===== src/rtl/regfile_dump_pkg.sv =====
// Shared CPU constants and the register-file dump state encoding.
package regfile_dump_pkg;

  localparam int unsigned REG_ADDR_W = 5;
  localparam int unsigned REG_DATA_W = 32;

  typedef enum logic [1:0] {
    IDLE = 2'd0,
    LOAD = 2'd1,
    SEND = 2'd2,
    DONE = 2'd3
  } dump_state_t;

endpackage


===== src/rtl/regfile_dump.sv =====
// Sequential register-file read-out engine: walks FIRST_REG..NUM_REGS-1 through
// one read port, streams {addr, data} over valid/ready and keeps a running sum.
module regfile_dump
  import regfile_dump_pkg::*;
#(
  parameter int unsigned NUM_REGS  = 32,
  parameter int unsigned ADDR_W    = REG_ADDR_W,
  parameter int unsigned DATA_W    = REG_DATA_W,
  parameter int unsigned FIRST_REG = 0
) (
  input  logic              clk,
  input  logic              rst,
  input  logic              start,
  input  logic              abort,
  output logic [ADDR_W-1:0] rd_addr,
  input  logic [DATA_W-1:0] rd_data,
  output logic              out_valid,
  input  logic              out_ready,
  output logic [ADDR_W-1:0] out_addr,
  output logic [DATA_W-1:0] out_data,
  output logic              busy,
  output logic              done,
  output logic [DATA_W-1:0] checksum
);

  localparam logic [ADDR_W-1:0] FIRST_ADDR = ADDR_W'(FIRST_REG);
  localparam logic [ADDR_W-1:0] LAST_ADDR  = ADDR_W'(NUM_REGS - 1);

  dump_state_t       state;
  logic [ADDR_W-1:0] ptr;
  logic              accept;

  // Read port follows the walk pointer directly so rd_data is ready in LOAD.
  assign rd_addr = ptr;
  assign accept  = out_valid && out_ready;

  // Dump FSM, address pointer, output word, busy/done flags and checksum.
  always_ff @(posedge clk) begin
    if (!rst) begin
      state     <= IDLE;
      ptr       <= FIRST_ADDR;
      out_valid <= 1'b0;
      out_addr  <= '0;
      out_data  <= '0;
      busy      <= 1'b0;
      done      <= 1'b0;
      checksum  <= '0;
    end else begin
      done <= 1'b0;

      // A word handed over at this edge is counted even if abort arrives with it.
      if (state == SEND && accept) begin
        checksum <= checksum + out_data;
      end

      if (abort && state != IDLE) begin
        state     <= IDLE;
        ptr       <= FIRST_ADDR;
        out_valid <= 1'b0;
        busy      <= 1'b0;
      end else begin
        unique case (state)
          IDLE: begin
            if (start && !abort) begin
              ptr      <= FIRST_ADDR;
              checksum <= '0;
              busy     <= 1'b1;
              state    <= LOAD;
            end
          end
          LOAD: begin
            out_data  <= rd_data;
            out_addr  <= ptr;
            out_valid <= 1'b1;
            state     <= SEND;
          end
          SEND: begin
            if (accept) begin
              out_valid <= 1'b0;
              if (ptr == LAST_ADDR) begin
                busy  <= 1'b0;
                done  <= 1'b1;
                state <= DONE;
              end else begin
                ptr   <= ptr + ADDR_W'(1);
                state <= LOAD;
              end
            end
          end
          DONE: begin
            state <= IDLE;
          end
          default: begin
            state <= IDLE;
          end
        endcase
      end
    end
  end

endmodule


===== config.mk =====
export PLATFORM = sky130hd
export DESIGN_NAME = regfile_dump
export DESIGN_NICKNAME = d
export VERILOG_FILES = /design/src/rtl/regfile_dump_pkg.sv /design/src/rtl/regfile_dump.sv
export SDC_FILE = /design/constraint.sdc
export NUM_CORES = 1
export LEC_CHECK = 0
export ABC_AREA = 1
export CORE_MARGIN = 1.5
export CORE_UTILIZATION = 38
export CTS_CLUSTER_DIAMETER = 50
export DETAILED_ROUTE_END_ITERATION = 10
export GPL_ROUTABILITY_DRIVEN = 0
export HOLD_SLACK_MARGIN = 0.1
export PLACE_DENSITY = 0.73
export SETUP_SLACK_MARGIN = 0.15
export SKIP_LAST_GASP = 1
export SYNTH_ARGS = -nofsm -noshare
export SYNTH_HDL_FRONTEND = slang
export SYNTH_SLANG_ARGS = --single-unit

===== constraint.sdc =====
create_clock -name clk -period 2.3 [get_ports clk]
set_input_delay 0.46 -clock clk [delete_from_list [all_inputs] [get_ports clk]]
set_output_delay 0.46 -clock clk [all_outputs]
set_load 0.05 [all_outputs]

==> results of run 1 <==
flip-flops by register name, summed over array words and instances (netlist names):
register	flops
checksum	32
out_data	32
out_addr	5
rd_addr	5
state	2
busy	1
done	1
out_valid	1
cell type report:
type / count / area [um^2] / area share, %
Tap cell: 180 / 225 / 3.19
Inverter: 202 / 758 / 10.7
Clock buffer: 11 / 243 / 3.44
Multi-Input combinational cell: 599 / 2970 / 42.1
Timing Repair Buffer: 121 / 1230 / 17.4
Clock inverter: 5 / 56.3 / 0.797
Sequential cell: 79 / 1580 / 22.4
per-stage QoR:
stage               area, um^2  std cells  power (W)  setup slack, ns
CTS                       7060       1197    0.00332            0.201
finish                    7070       1197    0.00328            0.211
floorplan                 5400        900    0.00169            0.298
global placement          6760       1181    0.00185            0.310
detailed placement        6760       1181    0.00185            0.284
global route              7070       1197    0.00342            0.151
power by group through the flow:
stage                     clock network [W]  registers [W]  logic (W)
after floorplan                           0        0.00155   0.000140
after CTS                           0.00150        0.00143   0.000395
after detailed placement                  0        0.00146   0.000393
after global routing                0.00156        0.00143   0.000426
final                               0.00146        0.00143   0.000393
after global placement                    0        0.00146   0.000391
path summary, 6_finish.rpt:
| kind | from | end | slack [ns] | cells after the start |
|---|---|---|---|---|
| setup / recovery | out_data[1] | out_data[1] | 0.21 | 1 |
| hold / removal | out_addr[3] | out_addr[3] | 0.45 | 2 |
| hold reg to reg | out_addr[3] | out_addr[3] | 0.45 | 2 |
| setup reg to reg | checksum[2] | checksum[27] | 0.38 | 10 |
routing by layer:
metal	up-vias	track usage, %	part of all wire, %
met3	22	5.85	7.3
met5	-	0	0
met1	2356	27.1	49
li1	2975	-	-
met2	166	29.7	42
met4	0	7.92	1.7
what timing repair did:
item,4_1_cts,5_1_grt
setup buffers,0,0
resized for setup,0,2
hold buffers,0,0
setup endpoints to repair,0,6
kinds of logic after synthesis:
group | after synthesis | share of synthesized area, %
AO/OA/AOI/OAI | 131 | 12.7
XOR/XNOR | 10 | 1.62
adder cells (fa/ha/maj) | 34 | 8.02
buffers and inverters | 222 | 15.9
flip-flops | 79 | 29.3
AND/OR/NAND/NOR | 424 | 32.5
synth_stat cells (3+ instances only):
library cell	n
buf_2	7
nand3_1	57
inv_1	189
inv_2	12
o211ai_1	5
ha_1	33
or2_2	3
dfxtp_1	79
nor2_4	3
nand4_1	4
clkbuf_1	11
nand2_2	6
xor2_1	9
o21ai_0	43
nor2_1	96
nand2_1	246
nor3_1	5
a21oi_1	65
o21bai_1	3
o21ai_1	12
==> results.sh, run 1 <==
export IMPL_holdWs_ns=0.448
export IMPL_htree_levels=3
export IMPL_cts_tree="done"
export IMPL_final_common_cell="nand2_1"
export IMPL_cts_max_path_buffers=2
export IMPL_final_hold_viol_count=0
export IMPL_portBuffers=113
export IMPL_power_frac_seq_pct=43.5
export IMPL_p_comb_share_pct=12.0
export IMPL_drive_above_1_share_pct=5.41
export IMPL_synth_area_top_cells="dfxtp_1 29%, nand2_1 17%, inv_1 13%, ha_1 7.6%, nor2_1 6.7%"
export IMPL_p_leak_nw=3.53
export IMPL_first_pass_iters=4
export IMPL_ys_flop_type="dfxtp_1"
export IMPL_ys_seq_area_share_pct=29.3
export IMPL_grt_first_pass_wirelength_um=23300
export IMPL_path_max_fanout=4
export IMPL_sw_frac_of_total_pct=25.9
export IMPL_grt_setup_unrepaired="false"
export IMPL_slew_headroom_pct=62.6
export IMPL_synth_cell_types=29
export IMPL_fin_crit_ns=2.09
export IMPL_ant_nets=0
export IMPL_powerDensity_nw_per_um2=464
export IMPL_fin_util_pct=50.9
export IMPL_final_max_slew_viol_count=0
export IMPL_die_x_um=122
export IMPL_finalWirelength_um=14200
export IMPL_clockRootBuffer="clkbuf_16"
export IMPL_io_pins=114
export IMPL_dr_first_iter_drc_count=320
export IMPL_finalClockSkew_ns=0.00685
export IMPL_required_ns=1.84
export IMPL_drv_cap=0
export IMPL_syn_area_per_cell_um2=6.00
export IMPL_track_usage_pct=20.0
export IMPL_endpoint_kind="output pin"
export IMPL_syn_cell_area_um2=5400
export IMPL_row_count=43
export IMPL_max_stage_delay_ns=0.85
export IMPL_final_cell_mix="246 x nand2_1, 189 x inv_1, 113 x clkdlybuf4s50_1"
export IMPL_synth_fp_nets=971
export IMPL_die_y_um=122
export IMPL_critPathKind="flip-flop to output pin"
export IMPL_syn_to_final_growth_pct=30.9
export IMPL_fin_crit_sh_pct=90.8
export IMPL_cp_start_kind="flip-flop"
export IMPL_yosysTopAreaCell="dfxtp_1"
export IMPL_clkSinkCount=79
export IMPL_setup_viol=0
export IMPL_clockPowerShare_pct=44.5
export IMPL_nets=1083
export IMPL_p_int_w=0.00243
export IMPL_vdd_drop_max_mv=0.356
export IMPL_drc_errors=0
export IMPL_synthArstFlopShare_pct=0
export IMPL_yosys_warnings=0
export IMPL_antenna_found_initial=0
export IMPL_viasPerCell=4.61
export IMPL_grt_start_max_net_pins=49
export IMPL_fillCellCount=1457
export IMPL_outcome="finished, final reports clean"
export IMPL_diodes=0
export IMPL_critPathBufInv=1
export IMPL_yosysTopAreaCellShare_pct=29.3
export IMPL_crit_chain="clkdlybuf4s50_1"
export IMPL_clk_latency_ns=0.35
export IMPL_synth_seq_cells=79
export IMPL_tightest_slew_ns=0.559
export IMPL_cts_clk_slew_worst_paths_ns=0.06
export IMPL_hold_class="flip-flop to flip-flop"
export IMPL_cpMaxStageDelayCell="clkdlybuf4s50_1"
export IMPL_fmax_ghz=0.479
export IMPL_fin_tns_setup_ns=0
export IMPL_synth_edff_count=0
export IMPL_critical_path_top_delay_family="buffers and inverters"
export IMPL_die_area_um2=14900
export IMPL_initial_core_util_pct=38.9
export IMPL_dp_hpwl_um=11200
export IMPL_postSynthCellCount=900
export IMPL_grt_pass1_vias=4882
export IMPL_vias=5519
export IMPL_switching_power_w=0.000848
export IMPL_overflow=0
export IMPL_cp_arrival_ns=1.63
export IMPL_wl_per_cell_um=11.9
export IMPL_cts_buffers=9
export IMPL_core_um2=13900
Power figures use the tool's default switching activity.
==> inputs of run 2 (changes only) <==
- ABC_CLOCK_PERIOD_IN_PS: not set -> 2300
- CORE_MARGIN: 1.5 -> 2
- PLACE_DENSITY: 0.73 -> not set
==> run 2 against run 1 <==
Sequential cell count unchanged. Critical path depth unchanged. Combinational power decreased by 1%. Fmax increased by 0.87%. Clock skew increased by 0.0024 ns. Global-route usage about the same. Sequential share of layout area increased by 0.056 points.
==> results.sh, run 2 (synthesis results as in run 1) <==
export IMPL_cts_max_path_buffers=2
export IMPL_grt_pass1_vias=4841
export IMPL_crit_chain="clkdlybuf4s50_1"
export IMPL_postCtsHoldBufs=0
export IMPL_io_pins=114
export IMPL_drive_above_1_share_pct=5.71
export IMPL_dp_hpwl_um=11600
export IMPL_final_hold_viol_count=0
export IMPL_clk_latency_ns=0.35
export IMPL_p_int_w=0.00233
export IMPL_cpMaxStageDelayCell="clkdlybuf4s50_1"
export IMPL_die_x_um=123
export IMPL_diodes=0
export IMPL_wl_per_cell_um=12.4
export IMPL_tightest_slew_ns=0.560
export IMPL_outcome="finished, final reports clean"
export IMPL_p_comb_share_pct=12.1
export IMPL_portBuffers=113
export IMPL_vdd_drop_max_mv=0.317
export IMPL_track_usage_pct=20.0
export IMPL_r2r_slack_ns=0.31
export IMPL_endpoint_kind="output pin"
export IMPL_die_area_um2=15200
export IMPL_first_pass_iters=6
export IMPL_cp_depth=1
export IMPL_powerDensity_nw_per_um2=454
export IMPL_fin_crit_sh_pct=90.1
export IMPL_vias=5415
export IMPL_grt_first_pass_wirelength_um=23800
export IMPL_clockPowerShare_pct=43.4
export IMPL_cp_arrival_ns=1.61
export IMPL_path_max_fanout=3
export IMPL_grt_setup_unrepaired="true"
export IMPL_syn_to_final_growth_pct=30.5
export IMPL_cts_buffers=9
export IMPL_fmax_ghz=0.483
export IMPL_viasPerCell=4.53
export IMPL_cts_clk_slew_worst_paths_ns=0.06
export IMPL_finalWirelength_um=14800
export IMPL_drc_errors=0
export IMPL_slew_headroom_pct=62.5
export IMPL_drv_cap=0
export IMPL_reg_top3="checksum (32), out_data (32)"
export IMPL_switching_power_w=0.000875
export IMPL_die_y_um=123
export IMPL_final_cell_mix="246 x nand2_1, 189 x inv_1, 113 x clkdlybuf4s50_1"
export IMPL_cts_setup_buffers=0
export IMPL_cts_tree="done"
export IMPL_reg2reg_from="out_data[0]"
export IMPL_overflow=0
export IMPL_fillCellCount=1482
export IMPL_p_leak_nw=3.51
export IMPL_hold_class="flip-flop to flip-flop"
export IMPL_worstSetupStartpoint="checksum[28]"
export IMPL_htree_levels=3
export IMPL_clkSinkCount=79
export IMPL_ant_nets=0
export IMPL_holdWs_ns=0.450
export IMPL_required_ns=1.84
export IMPL_reg2reg_to="checksum[16]"
export IMPL_nets=1082
export IMPL_cp_start_kind="flip-flop"
export IMPL_antenna_found_initial=0
export IMPL_final_common_cell="nand2_1"
export IMPL_final_max_slew_viol_count=0
export IMPL_power_frac_seq_pct=44.5
export IMPL_finalClockSkew_ns=0.00923
export IMPL_critPathKind="flip-flop to output pin"
export IMPL_grt_start_max_net_pins=43
export IMPL_reg2reg_depth=11
export IMPL_dr_first_iter_drc_count=290
export IMPL_core_um2=13900
export IMPL_clockRootBuffer="clkbuf_16"
export IMPL_endpoint="checksum[28]"
export IMPL_fin_crit_ns=2.07
export IMPL_max_stage_delay_ns=0.84
export IMPL_row_count=43
export IMPL_initial_core_util_pct=38.9
export IMPL_critPathBufInv=1
export IMPL_fin_tns_setup_ns=0
export IMPL_sw_frac_of_total_pct=27.3
export IMPL_critical_path_top_delay_family="buffers and inverters"
export IMPL_setup_viol=0
run 2: changes by cell type in the layout (fill, tap and decap cells not counted), moves of 2 or more:
cell      delta
inv_6        +2
clkinv_2     -2
nand3_2      +2
nand3_1      -2
run 2: worst min-delay path by stage:
stage / from / end / slack, ns / cells after the start
2_1_floorplan: state[0] / out_valid / 0.52 / 2
3_3_place_gp: out_addr[2] / out_addr[2] / 0.44 / 2
3_5_place_dp: out_addr[3] / out_addr[3] / 0.44 / 2
4_1_cts: out_addr[0] / out_addr[0] / 0.46 / 2
5_1_grt: out_addr[0] / out_addr[0] / 0.46 / 2
6_report: out_addr[1] / out_addr[1] / 0.45 / 2
run 2: area by class of cell:
type	instances	area, um^2	area share, %
clock inverter	6	50.0	0.710
multi-input combinational	599	2990	42.4
clock buffer	10	239	3.39
sequential	79	1580	22.4
inverter	202	758	10.8
tap	180	225	3.20
timing repair buffer	120	1210	17.1
run 2: what timing repair did:
item,4_1_cts,5_1_grt
gates resized for setup,0,5
hold endpoints to repair,0,0
setup endpoints to repair,0,8
run 2: worst register-to-register path, delay by kind of cell, from the launching register on:
family                   cells  cell delay (ns)
buffers and inverters        1             0.03
AND/OR/NAND/NOR              7             0.73
flip-flops                   1             0.34
adder cells (fa/ha/maj)      2             0.65
AO/OA/AOI/OAI                1             0.12
run 2: per-layer routing:
metal | part of all wire, % | global-route usage, %
met1 | 52 | 29.1
met5 | 0 | 0
met4 | 2.2 | 7.74
met3 | 5.9 | 3.97
met2 | 40 | 28.8
run 2: metrics by stage:
stage	util (%)	area (um^2)	setup slack (ns)	power, W	cells
final	50.8	7050	0.229	0.00320	1196
after global routing	50.8	7050	0.149	0.00333	1196
after CTS	50.6	7030	0.204	0.00324	1196
after detailed placement	48.5	6740	0.261	0.00184	1180
after global placement	48.5	6740	0.287	0.00184	1180
after floorplan	-	5400	0.298	0.00169	900
run 2: power by group through the flow:
stage / combinational (W) / clock, W / sequential [W]
6_report: 0.000388 / 0.00139 / 0.00142
5_1_grt: 0.000423 / 0.00147 / 0.00143
4_1_cts: 0.000391 / 0.00143 / 0.00143
3_5_place_dp: 0.000389 / 0 / 0.00146
3_3_place_gp: 0.000388 / 0 / 0.00146
2_1_floorplan: 0.000140 / 0 / 0.00155
==> inputs of run 3 (changes only) <==
- CTS_CLUSTER_SIZE: not set -> 20
==> results of run 3 <==
No change in the layout: final DEF, timing and power equal those of run 2.
